`src/rtl/sweeper_pkg.sv`:
```
// sweeper_pkg: state encoding and vector-count helper shared by the truth-table sweeper slice
package sweeper_pkg;
  localparam logic [1:0] S_IDLE = 2'd0;
  localparam logic [1:0] S_HOLD = 2'd1;
  localparam logic [1:0] S_DONE = 2'd2;
  function automatic int nvec(input int n_in);
    return 1 << n_in;
  endfunction
endpackage

```
`src/rtl/truth_table_sweeper_if.sv`:
```
// truth_table_sweeper_if: sweep control, DUT stimulus/response and scoreboard results
interface truth_table_sweeper_if #(
  parameter int N_IN = 3,
  parameter int N_OUT = 1
);
  localparam int TW = N_OUT * sweeper_pkg::nvec(N_IN);
  logic start;
  logic abort;
  logic [N_OUT-1:0] y;
  logic [TW-1:0] exp_table;
  logic [N_IN-1:0] x;
  logic busy;
  logic done;
  logic [TW-1:0] table_out;
  logic [N_IN:0] mis_cnt;
  logic [N_IN-1:0] first_mis;
  modport master (output start, abort, y, exp_table, input x, busy, done, table_out, mis_cnt, first_mis);
  modport slave (input start, abort, y, exp_table, output x, busy, done, table_out, mis_cnt, first_mis);
endinterface

```
`src/rtl/hold_timer.sv`:
```
// hold_timer: counts HOLD cycles, flags the last one and restarts after it or while clr is high
module hold_timer #(
  parameter int HOLD = 20
) (
  input logic clk,
  input logic rst_n,
  input logic clr,
  output logic tc
);
  localparam int W = $clog2(HOLD);
  logic [W-1:0] cnt;
  assign tc = cnt == W'(HOLD - 1);
  always_ff @(posedge clk or negedge rst_n)
    if (!rst_n) cnt <= '0;
    else cnt <= clr || tc ? '0 : cnt + 1'b1;
endmodule

```
`src/rtl/truth_table_sweeper.sv`:
```
// truth_table_sweeper: steps x through every input vector, captures y per vector and scores it against exp_table
module truth_table_sweeper
  import sweeper_pkg::*;
#(
  parameter int N_IN = 3,
  parameter int N_OUT = 1,
  parameter int HOLD = 20
) (
  input logic clk,
  input logic rst_n,
  truth_table_sweeper_if.slave bus
);
  localparam int NVEC = nvec(N_IN);
  logic [1:0] state;
  logic tc;
  logic mis;
  assign mis = bus.y != bus.exp_table[int'(bus.x) * N_OUT +: N_OUT];
  hold_timer #(.HOLD(HOLD)) u_timer (
    .clk(clk),
    .rst_n(rst_n),
    .clr(state != S_HOLD || bus.abort),
    .tc(tc)
  );
  always_ff @(posedge clk or negedge rst_n)
    if (!rst_n) begin
      state <= S_IDLE;
      bus.x <= '0;
      bus.busy <= 1'b0;
      bus.done <= 1'b0;
      bus.table_out <= '0;
      bus.mis_cnt <= '0;
      bus.first_mis <= '0;
    end else if (state == S_IDLE) begin
      bus.done <= 1'b0;
      if (bus.start && !bus.abort) begin
        state <= S_HOLD;
        bus.x <= '0;
        bus.busy <= 1'b1;
        bus.table_out <= '0;
        bus.mis_cnt <= '0;
        bus.first_mis <= '0;
      end
    end else if (state == S_HOLD) begin
      if (bus.abort) begin
        state <= S_IDLE;
        bus.busy <= 1'b0;
      end else if (tc) begin
        bus.table_out[int'(bus.x) * N_OUT +: N_OUT] <= bus.y;
        if (mis) bus.mis_cnt <= bus.mis_cnt + 1'b1;
        if (mis && bus.mis_cnt == '0) bus.first_mis <= bus.x;
        if (bus.x == N_IN'(NVEC - 1)) begin
          state <= S_DONE;
          bus.busy <= 1'b0;
          bus.done <= 1'b1;
        end else bus.x <= bus.x + 1'b1;
      end
    end else begin
      state <= S_IDLE;
      bus.done <= 1'b0;
    end
endmodule

```
`src/flat_wrapper.sv`:
```
// flat-port wrapper written by rule: the top's interface ports become plain ports
module truth_table_sweeper_flat import sweeper_pkg::*;
#(
  parameter int N_IN = 3,
  parameter int N_OUT = 1,
  parameter int HOLD = 20
)
  (clk, rst_n, bus_start, bus_abort, bus_y, bus_exp_table, bus_x, bus_busy, bus_done, bus_table_out, bus_mis_cnt, bus_first_mis);
  truth_table_sweeper_if #(.N_IN(N_IN), .N_OUT(N_OUT)) bus_i ();
  input logic clk;
  input logic rst_n;
  input wire logic [$bits(bus_i.start)-1:0] bus_start;
  input wire logic [$bits(bus_i.abort)-1:0] bus_abort;
  input wire logic [$bits(bus_i.y)-1:0] bus_y;
  input wire logic [$bits(bus_i.exp_table)-1:0] bus_exp_table;
  output wire logic [$bits(bus_i.x)-1:0] bus_x;
  output wire logic [$bits(bus_i.busy)-1:0] bus_busy;
  output wire logic [$bits(bus_i.done)-1:0] bus_done;
  output wire logic [$bits(bus_i.table_out)-1:0] bus_table_out;
  output wire logic [$bits(bus_i.mis_cnt)-1:0] bus_mis_cnt;
  output wire logic [$bits(bus_i.first_mis)-1:0] bus_first_mis;
  assign bus_i.start = bus_start;
  assign bus_i.abort = bus_abort;
  assign bus_i.y = bus_y;
  assign bus_i.exp_table = bus_exp_table;
  assign bus_x = bus_i.x;
  assign bus_busy = bus_i.busy;
  assign bus_done = bus_i.done;
  assign bus_table_out = bus_i.table_out;
  assign bus_mis_cnt = bus_i.mis_cnt;
  assign bus_first_mis = bus_i.first_mis;
  truth_table_sweeper #(.N_IN(N_IN), .N_OUT(N_OUT), .HOLD(HOLD)) u_core (.clk(clk), .rst_n(rst_n), .bus(bus_i));
endmodule
```
`config.mk`:
```
export PLATFORM = sky130hd
export DESIGN_NAME = truth_table_sweeper_flat
export DESIGN_NICKNAME = d
export VERILOG_FILES = /design/src/rtl/sweeper_pkg.sv /design/src/rtl/truth_table_sweeper_if.sv /design/src/rtl/hold_timer.sv /design/src/rtl/truth_table_sweeper.sv /design/src/flat_wrapper.sv
export SDC_FILE = /design/constraint.sdc
export NUM_CORES = 1
export LEC_CHECK = 0
export BUFFER_PORTS_ARGS = -buffer_cell sky130_fd_sc_hd__buf_2
export CORE_MARGIN = 1.5
export CORE_UTILIZATION = 30
export DETAILED_ROUTE_END_ITERATION = 10
export PLACE_DENSITY = 0.48
export SLEW_MARGIN = 20
export SYNTH_ARGS = -nofsm -noshare
export SYNTH_HDL_FRONTEND = slang
export SYNTH_SLANG_ARGS = --single-unit
export TNS_END_PERCENT = 30
```
`constraint.sdc`:
```
create_clock -name clk -period 4.5 [get_ports clk]
set_clock_uncertainty 0.15 [all_clocks]
set_input_delay 0.9 -clock clk [delete_from_list [all_inputs] [get_ports clk]]
set_output_delay 0.9 -clock clk [all_outputs]
set_load 0.01 [all_outputs]
```
======== After elaboration in Yosys (flattened, before gate mapping) ========
Index checks and enable logic that the tools add are counted.
Widths: inputs -> output; s select.
storage, ports and cells
  word-level logic and storage cells ...... 89
  bits in registers ....................... 27
operators by class
  $add $sub $neg .......................... 4
  reductions and logical operators ........ 20
  multiplexer cells ....................... 41
  eq/ne operators ......................... 13
  shifts and indexed selects .............. 3
operators with widths
  operator                number
  $mux 8                  5
  $mux 3                  11
  $neg 3->33              1
  $shift 1x33->8 const A  1
  $shiftx 1x33->8         1
  $mux 4                  6
  $reduce_and 5->1        3
  $mux 2                  6
  $mux 1                  11
  $ne 3x2->1 const B      3
  $bwmux 8                1
  $ne 4x3->1 const B      2
  $reduce_and 4->1        2
  $reduce_bool 2->1       4
  $shiftx 8x4->1          1
  $ne 2x1->1 const B      3
  $reduce_and 3->1        2
  $reduce_bool 3->1       2
  $add 5x1->5 const B     1
  $eq 5x5->1 const B      1
  $mux 5                  1
  $add 4x1->4 const B     1
  $logic_not 4->1         1
  $add 3x1->3 const B     1
  8 further kinds         10

======== Logic depth before layout (Yosys ltp) ========
Gate-level depths: netlist of the first run.
  word-level depth ........................ 8
  mapped depth ............................ 9

======== By module ========
Synthesis of the first run repeated with hierarchy kept, for this count alone.
unflattened totals
  cell total of the unflattened synthesis .. 167
  area, all modules ....................... 1601.5 um2
modules (own cells, without submodules)
  module               cells an instance  seq. area each (um2)  instances  area an instance (um2)
  truth_table_sweeper  145                550.5                 1          1356.3
  hold_timer           22                 125.1                 1          245.2

======== Least setup slack after synthesis of the first run ========
Ideal clock, no wire load.
  path type ............................... register to register
  start ................................... register u_core.bus.x[0]
  end ..................................... register u_core.bus.table_out[4]
  slack ................................... 2.118 ns
  arrival ................................. 2.111 ns
  stages on the path, launching flop included .. 10
  setup time .............................. 0.121 ns
  cells stage by stage .................... dfrtp_1 > buf_2 > inv_1 > ha_1 > ha_1 > clkbuf_1 > inv_1 > nor4b_1 > o21ai_0 > a22o_1
between the ends
  longest elaborated chain between the ends .. 7
  elaborated cells between the ends (all ways) .. 8
  those cells by class .................... 1 x add/sub; 2 x shift; 5 x mux
RTL lines
  item                                               RTL line                      text
  from (decl)                                        truth_table_sweeper_if.sv:18  modport slave (input start, abort, y, exp_table, output x, busy, done, table_out, mis_cnt, first_mis);
  from (signal assigned)                             truth_table_sweeper.sv:55     end else bus.x <= bus.x + 1'b1;
  $neg 3->33 (*)                                     truth_table_sweeper.sv:48     bus.table_out[int'(bus.x) * N_OUT +: N_OUT] <= bus.y;
  $shiftx 1x33->8 or $shift 1x33->8 (tied branches)  truth_table_sweeper.sv:48
  $bwmux 8 (*)                                       truth_table_sweeper.sv:48
  $mux 8 (*)                                         truth_table_sweeper.sv:47     end else if (tc) begin
  $mux 8 (*)                                         truth_table_sweeper.sv:44     if (bus.abort) begin
  $mux 8 (*)                                         truth_table_sweeper.sv:43     end else if (state == S_HOLD) begin
  $mux 8 (*)                                         truth_table_sweeper.sv:33     end else if (state == S_IDLE) begin
  to (signal, indexed assignment)                    truth_table_sweeper.sv:48
  to (decl)                                          truth_table_sweeper_if.sv:18
Mark *: on every way between the ends. The rest lies on a longest branch, timed or not. The select of a mux whose other input is x is not followed.
A chain may end at the register's enable or synchronous reset.

======== Final worst setup path of the first run ========
Same ends and word-level chain as after synthesis.

==> results of run 1 <==
-- cell usage in the layout (no fill, tap or decap), types with 4 or more instances in the layout --
| cell | synthesis | layout |
|---|---|---|
| inv_1 | 8 | 8 |
| nand2_1 | 17 | 17 |
| o21ai_0 | 13 | 13 |
| mux2i_1 | 6 | 6 |
| buf_2 | 5 | 32 |
| dfrtp_1 | 27 | 27 |
| nor2_1 | 15 | 15 |
| a21oi_1 | 7 | 7 |
| nor3_1 | 6 | 6 |
| o21ai_1 | 7 | 7 |
| a31oi_1 | 4 | 4 |
| nand3_1 | 6 | 6 |
| ha_1 | 9 | 9 |
-- kinds of logic (layout without fill, tap and decap cells) --
group	Yosys count	after routing	synth area share [%]
AO/OA/AOI/OAI	46	46	18.7
adder cells (fa/ha/maj)	9	9	6.75
AND/OR/NAND/NOR	68	68	22.9
flip-flops	27	27	40.5
XOR/XNOR	2	2	1.05
buffers and inverters	17	45	5.10
multiplexers	8	8	4.95
-- registers in the layout, indices dropped and copies added (netlist names) --
name,count
u_core.bus.mis_cnt,4
u_core.u_timer.cnt,5
u_core.bus.table_out,8
u_core.bus.first_mis,3
u_core.bus.done,1
u_core.bus.busy,1
u_core.state,2
u_core.bus.x,3
-- worst max-delay path by stage --
stage                                      from                                   to  slack (ns)  cells past startpoint
detailed placement                    bus_abort    u_core.bus.mis_cnt[2]$_DFFE_PN0P_        1.82                      6
global route        u_core.bus.x[0]$_DFFE_PN0P_  u_core.bus.table_out[4]$_DFFE_PN0P_        1.67                      7
CTS                 u_core.bus.x[0]$_DFFE_PN0P_  u_core.bus.table_out[4]$_DFFE_PN0P_        1.93                      7
finish              u_core.bus.x[0]$_DFFE_PN0P_  u_core.bus.table_out[4]$_DFFE_PN0P_        1.92                      7
global placement                      bus_abort    u_core.bus.mis_cnt[2]$_DFFE_PN0P_        1.82                      6
floorplan           u_core.bus.x[0]$_DFFE_PN0P_  u_core.bus.table_out[4]$_DFFE_PN0P_        2.12                      9
-- layer usage --
metal  wire (um)  track usage (%)
met2        1640             20.2
met4          36             3.82
met1        1990             19.5
met5           0                0
met3         162             2.00
-- synth_stat cells (2+ instances only) --
master,n,share of area (%)
o21ai_1,7,2.1
a21oi_1,7,2.1
inv_1,8,1.8
nor3b_1,3,1.3
mux2i_1,6,3.6
nor2_1,15,3.4
nor2b_1,3,1.1
buf_2,5,1.5
a31oi_1,4,1.5
o21ai_0,13,3.9
clkbuf_1,2,0.45
nand3_1,6,1.8
nand2_1,17,3.8
and3_1,2,0.75
nand4_1,3,1.1
buf_6,2,1.3
ha_1,9,6.7
a22o_1,3,1.6
nor3_1,6,1.8
dfrtp_1,27,40
-- report_power, final --
| part | switching [mW] | internal (mW) |
|---|---|---|
| clock | 0.0733 | 0.0634 |
| sequential | 0.00748 | 0.247 |
| combinational | 0.0266 | 0.0193 |
-- metrics by stage --
stage / hold slack [ns] / cell area [um^2]
3_3_place_gp: 0.323 / 1870
5_1_grt: 0.386 / 1910
3_5_place_dp: 0.327 / 1870
4_1_cts: 0.340 / 1910
2_1_floorplan: 0.293 / 1670
6_report: 0.335 / 1910
-- area by class of cell --
class | count | area, um^2 | share of cell area (%)
clock buffers | 4 | 45.0 | 2.35
inverters | 8 | 30.0 | 1.57
multi-input cells | 133 | 908 | 47.5
flip-flops and latches | 27 | 676 | 35.3
well taps | 70 | 87.6 | 4.58
repair buffers | 33 | 168 | 8.76
-- critical path: cells and delay by family (launching register included) --
| kind | cells | cell delay [ns] |
|---|---|---|
| AO/OA/AOI/OAI | 2 | 0.32 |
| buffers and inverters | 2 | 0.30 |
| flip-flops | 1 | 0.62 |
| AND/OR/NAND/NOR | 1 | 0.41 |
| adder cells (fa/ha/maj) | 2 | 0.68 |
==> impl_metrics.toml, run 1 <==
[route]
dr.first_iter.drc_count = 43
finalWirelength_mm = 3.83
routed_via_density = 4.98
vias = 1369
dr.pass1.iters = 4
route.detailed.drc = 0
ant_nets = 0
wl_per_cell_um = 13.9

[synth]
syn_nets = 199
ys_async_sr_fraction_pct = 100
synth-edff-count = 0
synth_seq_cells = 27
ys.warnings.count = 0
netlist_area_um2 = 1670
avgSynthCellArea_um2 = 9.43
syn_inst = 177
synth-seq-area-share_pct = 40.5
synth_cell_types = 49
synth-main-ff-cell = "dfrtp_1"

[min_path]
worstHoldStart = "u_core.u_timer.cnt[0]$_DFF_PN0_"
hold_depth = 1
holdPathEnd = "u_core.u_timer.cnt[0]$_DFF_PN0_"
hold_path_class = "reg2reg"

[grt]
grt_max_degree = 28
grt_pass1_vias = 1315
track_usage_pct = 13.3
grt_overflow = 0
grt_antenna_before_repair = 0
grt_pass1_wl_mm = 6.48

[setup_path]
arrival_ns = 2.60
cp_max_fo = 13
reg2reg_depth = 7
path_class = "reg2reg"
cp_slowest_cell = "dfrtp_1"
start_kind = "flip-flop"
r2r-end = "u_core.bus.table_out[4]$_DFFE_PN0P_"
crit_chain = "inv_1 -> ha_1 -> ha_1 -> inv_1 -> nor4b_1 -> o21ai_0 -> a22o_1"
rrSetupSlack_ns = 1.92
cp-end-kind = "flip-flop"
slowest_delay_ns = 0.62
critical_path_required_ns = 4.52
worstReg2RegStart = "u_core.bus.x[0]$_DFFE_PN0P_"

[timing]
final_max_slew_viol_count = 0
setup_viol = 0
rsz0062_at_grt = "false"
min_period_ns = 2.58
fin_crit_sh_pct = 57.3
worst_slack_ns = 1.92
tightest_slew_ns = 0.620
hold_viol = 0
setup_tns_ns = 0
relSlewSlack_pct = 58.7
max_freq_mhz = 388

[die]
core_area_um2 = 5240
start_util_pct = 31.9
die_y_um = 77.6
die_w_um = 77.6
boundaryPins = 33
fp.dieArea_um2 = 6020
fp-row-count = 26

[layout]
stdcell_count = 275
final_nets = 228
fin_util_pct = 36.6
antenna-diode-count = 0
fillers = 527
drive_above_1_share_pct = 21.5
syn2layout_area_growth_pct = 14.7

[clocking]
htreeDepth = 1
postCtsResizedCells = 0
cts_made_buffers = 3
clkSlewWorstSetupHoldPaths_ns = 0.09
clk_latency_ns = 0.27
clockBufferDepth = 2
cts_tree = "done"
ctsHoldBuffers = 0
clockRootBuffer = "clkbuf_8"
postCtsSetupBuffers = 0
cts_sinks = 27

[power]
power_density_nw_per_um2 = 229
peakVddDrop_v = 0.000108
p_total_uw = 438
leakagePower_nw = 0.890

[placement]
dp_hpwl_mm = 2.81
port_buffers = 32
gp_congestion = 0.765
placed_cells = 271
place_ws_ns = 1.82

[run_status]
status = "completed"

[flow_run]
cap_violations = 0
No activity file was read; power rests on OpenSTA's default activity.
==> inputs of run 2 (changes only) <==
- clock period: 4.5 -> 2.62 ns (I/O delays scaled with it)
==> impl_metrics.toml, run 2 (synthesis gave the netlist of run 1 again) <==
[grt]
grt_overflow = 0
grt_pass1_vias = 1409
grt_pass1_wl_mm = 6.80
track_usage_pct = 14.0
grt_antenna_before_repair = 0
grt_max_degree = 28

[setup_path]
reg2reg_depth = 5
worstReg2RegStart = "u_core.bus.x[1]$_DFFE_PN0P_"
crit_path_start = "u_core.bus.x[1]$_DFFE_PN0P_"
r2r-end = "u_core.bus.mis_cnt[3]$_DFFE_PN0P_"
cp-end-kind = "flip-flop"
cp_max_fo = 12
rrSetupSlack_ns = 0.34
start_kind = "flip-flop"
endpoint = "u_core.bus.mis_cnt[3]$_DFFE_PN0P_"
arrival_ns = 2.30
critical_path_required_ns = 2.64
path_class = "reg2reg"

[die]
fp-row-count = 26
start_util_pct = 31.9
die_y_um = 77.6
boundaryPins = 33
core_area_um2 = 5240
die_w_um = 77.6
fp.dieArea_um2 = 6020

[timing]
fin_crit_sh_pct = 87.0
final_max_slew_viol_count = 0
max_freq_mhz = 439
relSlewSlack_pct = 58.1
tightest_slew_ns = 0.628
min_period_ns = 2.28
hold_viol = 0
setup_viol = 0
setup_tns_ns = 0
rsz0062_at_grt = "false"
whs_ns = 0.103

[layout]
largest-register = "u_core.bus.table_out"
multiInputGateArea_um2 = 908
antenna-diode-count = 0
most-common-layout-cells = "buf_2 (32), dfrtp_1 (27), nand2_1 (17), nor2_1 (15), o21ai_0 (13)"
fillers = 559
final_nets = 231
fin_util_pct = 37.0
mostFrequentLayoutCell = "buf_2"
top_regs = "u_core.bus.table_out x8, u_core.u_timer.cnt x5, u_core.bus.mis_cnt x4"
syn2layout_area_growth_pct = 16.0
largest_register_ffs = 8
drive_above_1_share_pct = 22.6
regArea_um2 = 676

[route]
dr.first_iter.drc_count = 45
dr.pass1.iters = 5
wl_per_cell_um = 14.1
vias = 1391
finalWirelength_mm = 3.93
routed_via_density = 5.00
route.detailed.drc = 0
ant_nets = 0

[clocking]
clkSlewWorstSetupHoldPaths_ns = 0.10
clockBufferDepth = 2
cts_sinks = 27
ctsHoldBuffers = 0
htreeDepth = 1
cts_made_buffers = 3
clk_latency_ns = 0.27
postCtsResizedCells = 0
cts_tree = "done"
postCtsSetupBuffers = 0
clockRootBuffer = "clkbuf_8"

[power]
power_density_nw_per_um2 = 393
peakVddDrop_v = 0.000179
leakagePower_nw = 0.906

[placement]
gp_congestion = 0.759
port_buffers = 32
dp_hpwl_mm = 2.85

[flow_run]
cap_violations = 0

[run_status]
status = "completed"

[min_path]
hold_path_class = "in2async"
run 2: layout make-up:
class | count | area share, %
multi-input combinational | 133 | 46.9
sequential | 27 | 34.9
tap | 70 | 4.52
clock buffer | 4 | 2.33
inverter | 8 | 1.55
timing repair buffer | 36 | 9.82
run 2: metrics by stage:
stage / instance area (um^2) / setup WS [ns] / power (mW) / cells
after global routing: 1940 / 0.139 / 0.809 / 278
final: 1940 / 0.341 / 0.760 / 278
after floorplan: 1670 / 0.238 / 0.490 / 177
after CTS: 1940 / 0.335 / 0.776 / 278
after detailed placement: 1890 / 0.280 / 0.527 / 274
after global placement: 1890 / 0.303 / 0.527 / 274
run 2: worst min-delay path by stage:
stage | start | endpoint | slack [ns]
after floorplan | rst_n | u_core.bus.busy$_DFFE_PN0P_ | 0.08
after global placement | u_core.u_timer.cnt[0]$_DFF_PN0_ | u_core.u_timer.cnt[0]$_DFF_PN0_ | 0.32
after detailed placement | u_core.u_timer.cnt[0]$_DFF_PN0_ | u_core.u_timer.cnt[0]$_DFF_PN0_ | 0.32
after CTS | rst_n | u_core.u_timer.cnt[4]$_DFF_PN0_ | 0.13
after global routing | rst_n | u_core.u_timer.cnt[4]$_DFF_PN0_ | 0.14
final | rst_n | u_core.u_timer.cnt[4]$_DFF_PN0_ | 0.10
run 2: worst max-delay path, cell delays in order, from the launching register on:
cell      delay [ns]
dfrtp_1         0.62
mux2i_1         0.15
a22oi_1         0.43
a21boi_1        0.23
or2_1           0.31
a221o_1         0.30
run 2: power by group:
part	internal, mW	switching [mW]
clock network	0.109	0.134
logic	0.0330	0.0455
registers	0.425	0.0139
run 2: layer usage:
| layer | routed length [um] | GRT usage [%] | share of wire (%) | vias to the layer above |
|---|---|---|---|---|
| li1 | - | - | - | 699 |
| met2 | 1690 | 20.5 | 43 | 22 |
| met1 | 2100 | 21.0 | 53 | 668 |
| met3 | 118 | 2.12 | 3.0 | 2 |
| met5 | 0 | 0 | 0 | - |
| met4 | 24 | 3.82 | 0.61 | 0 |
==> inputs of run 3 (changes only) <==
- GPL_TIMING_DRIVEN: default -> 0
- SETUP_SLACK_MARGIN: default -> 0.4
==> impl_metrics.toml, run 3 (synthesis gave the netlist of run 1 again) <==
[grt]
grt_pass1_wl_mm = 6.80
grt_overflow = 0
track_usage_pct = 14.2
grt_antenna_before_repair = 0
grt_max_degree = 28
grt_pass1_vias = 1421

[layout]
largest-register = "u_core.bus.table_out"
top_regs = "u_core.bus.table_out x8, u_core.u_timer.cnt x5, u_core.bus.mis_cnt x4"
mostFrequentLayoutCell = "buf_2"
stdcell_count = 284
most-common-layout-cells = "buf_2 (34), dfrtp_1 (27), nand2_1 (17), nor2_1 (15), o21ai_0 (12)"
largest_register_ffs = 8
drive_above_1_share_pct = 26.6
syn2layout_area_growth_pct = 20.4
antenna-diode-count = 0
final_nets = 237
fin_util_pct = 38.4

[timing]
setup_tns_ns = 0
setup_viol = 0
hold_viol = 0
min_period_ns = 2.16
rsz0062_at_grt = "true"
relSlewSlack_pct = 57.2
worst_slack_ns = 0.462
final_max_slew_viol_count = 0
fin_crit_sh_pct = 82.4
max_freq_mhz = 463
tightest_slew_ns = 0.642

[clocking]
cts_tree = "done"
clk_latency_ns = 0.28
cts_made_buffers = 3
clkSlewWorstSetupHoldPaths_ns = 0.10
clockBufferDepth = 2
cts_sinks = 27
ctsHoldBuffers = 0
htreeDepth = 1
clockRootBuffer = "clkbuf_8"

[die]
fp.dieArea_um2 = 6020
fp-row-count = 26
die_w_um = 77.6
start_util_pct = 31.9
die_y_um = 77.6
core_area_um2 = 5240
boundaryPins = 33

[placement]
gp_congestion = 0.747
placed_cells = 278
port_buffers = 31
dp_hpwl_mm = 2.93
place_ws_ns = 0.243

[power]
p_total_uw = 770
leakagePower_nw = 0.937
peakVddDrop_v = 0.000182
power_density_nw_per_um2 = 383

[route]
met3_wirelength_um = 122
finalWirelength_mm = 3.94
routed_via_density = 4.97
wl_per_cell_um = 13.9
vias = 1412
route.detailed.drc = 0
ant_nets = 0
wl_met1_mm = 2.11
route.met2.wl_mm = 1.66
dr.first_iter.drc_count = 32
topRoutingLayerUsed = "met4"
dr.pass1.iters = 4

[setup_path]
cp-end-kind = "flip-flop"
critical_path_required_ns = 2.68
arrival_ns = 2.22
cp_max_fo = 10
path_class = "reg2reg"
start_kind = "flip-flop"

[min_path]
hold_path_class = "in2async"

[run_status]
status = "completed"

[flow_run]
cap_violations = 0
==> run 3: changes by cell type in the layout (fill, tap and decap cells not counted), sizes merged <==
cell / change
buf: +4
clkbuf: +2
==> run 3: metrics by stage <==
step           area, um^2  hold WS (ns)
2_1_floorplan        1680        0.0784
6_report             2010         0.104
4_1_cts              1980         0.136
3_5_place_dp         1920         0.315
5_1_grt              2010         0.154
3_3_place_gp         1920         0.316
==> run 3: final timing paths <==
path,to,startpoint,slack [ns],depth (start not counted)
max reg2reg,u_core.bus.first_mis[1]$_DFFE_PN0P_,u_core.state[1]$_DFFE_PN0P_,0.46,6
min in group clk,u_core.u_timer.cnt[0]$_DFF_PN0_,u_core.u_timer.cnt[0]$_DFF_PN0_,0.33,1
max,u_core.bus.first_mis[1]$_DFFE_PN0P_,u_core.state[1]$_DFFE_PN0P_,0.46,6
max in group asynchronous,u_core.state[0]$_DFFE_PN0P_,rst_n,1.79,1
min,u_core.u_timer.cnt[4]$_DFF_PN0_,rst_n,0.10,1
min reg2reg,u_core.u_timer.cnt[0]$_DFF_PN0_,u_core.u_timer.cnt[0]$_DFF_PN0_,0.33,1
==> run 3: repair_timing <==
action                     4_1_cts  5_1_grt
gates cloned                     0        0
setup buffers                    2        0
setup endpoints to repair        2       14
gates resized for setup          2        7
==> run 3: cell type report <==
class / instances / area [um^2]
multi-input combinational: 133 / 937
buffer: 9 / 63.8
clock buffer: 4 / 45.0
inverter: 8 / 30.0
timing repair buffer: 33 / 170
sequential: 27 / 676
fill: 562 / 3230
tap: 70 / 87.6
==> run 3: power by group <==
part / switching [mW] / internal [mW] / total [mW]
registers: 0.0111 / 0.425 / 0.436
logic: 0.0490 / 0.0346 / 0.0836
clock network: 0.141 / 0.109 / 0.251
total: 0.201 / 0.569 / 0.770
==> run 3: worst max-delay path: stages (launching register included) <==
cell,delay (ns)
dfrtp_1,0.38
buf_6,0.13
or4b_4,0.60
a21boi_4,0.21
nor4b_4,0.25
o21a_4,0.19
mux2i_1,0.18
==> run 3: layer usage <==
layer,GRT usage [%],vias to the layer above
li1,-,713
met1,20.5,671
met2,21.6,23
met3,2.24,5
met4,4.36,0
met5,0,-
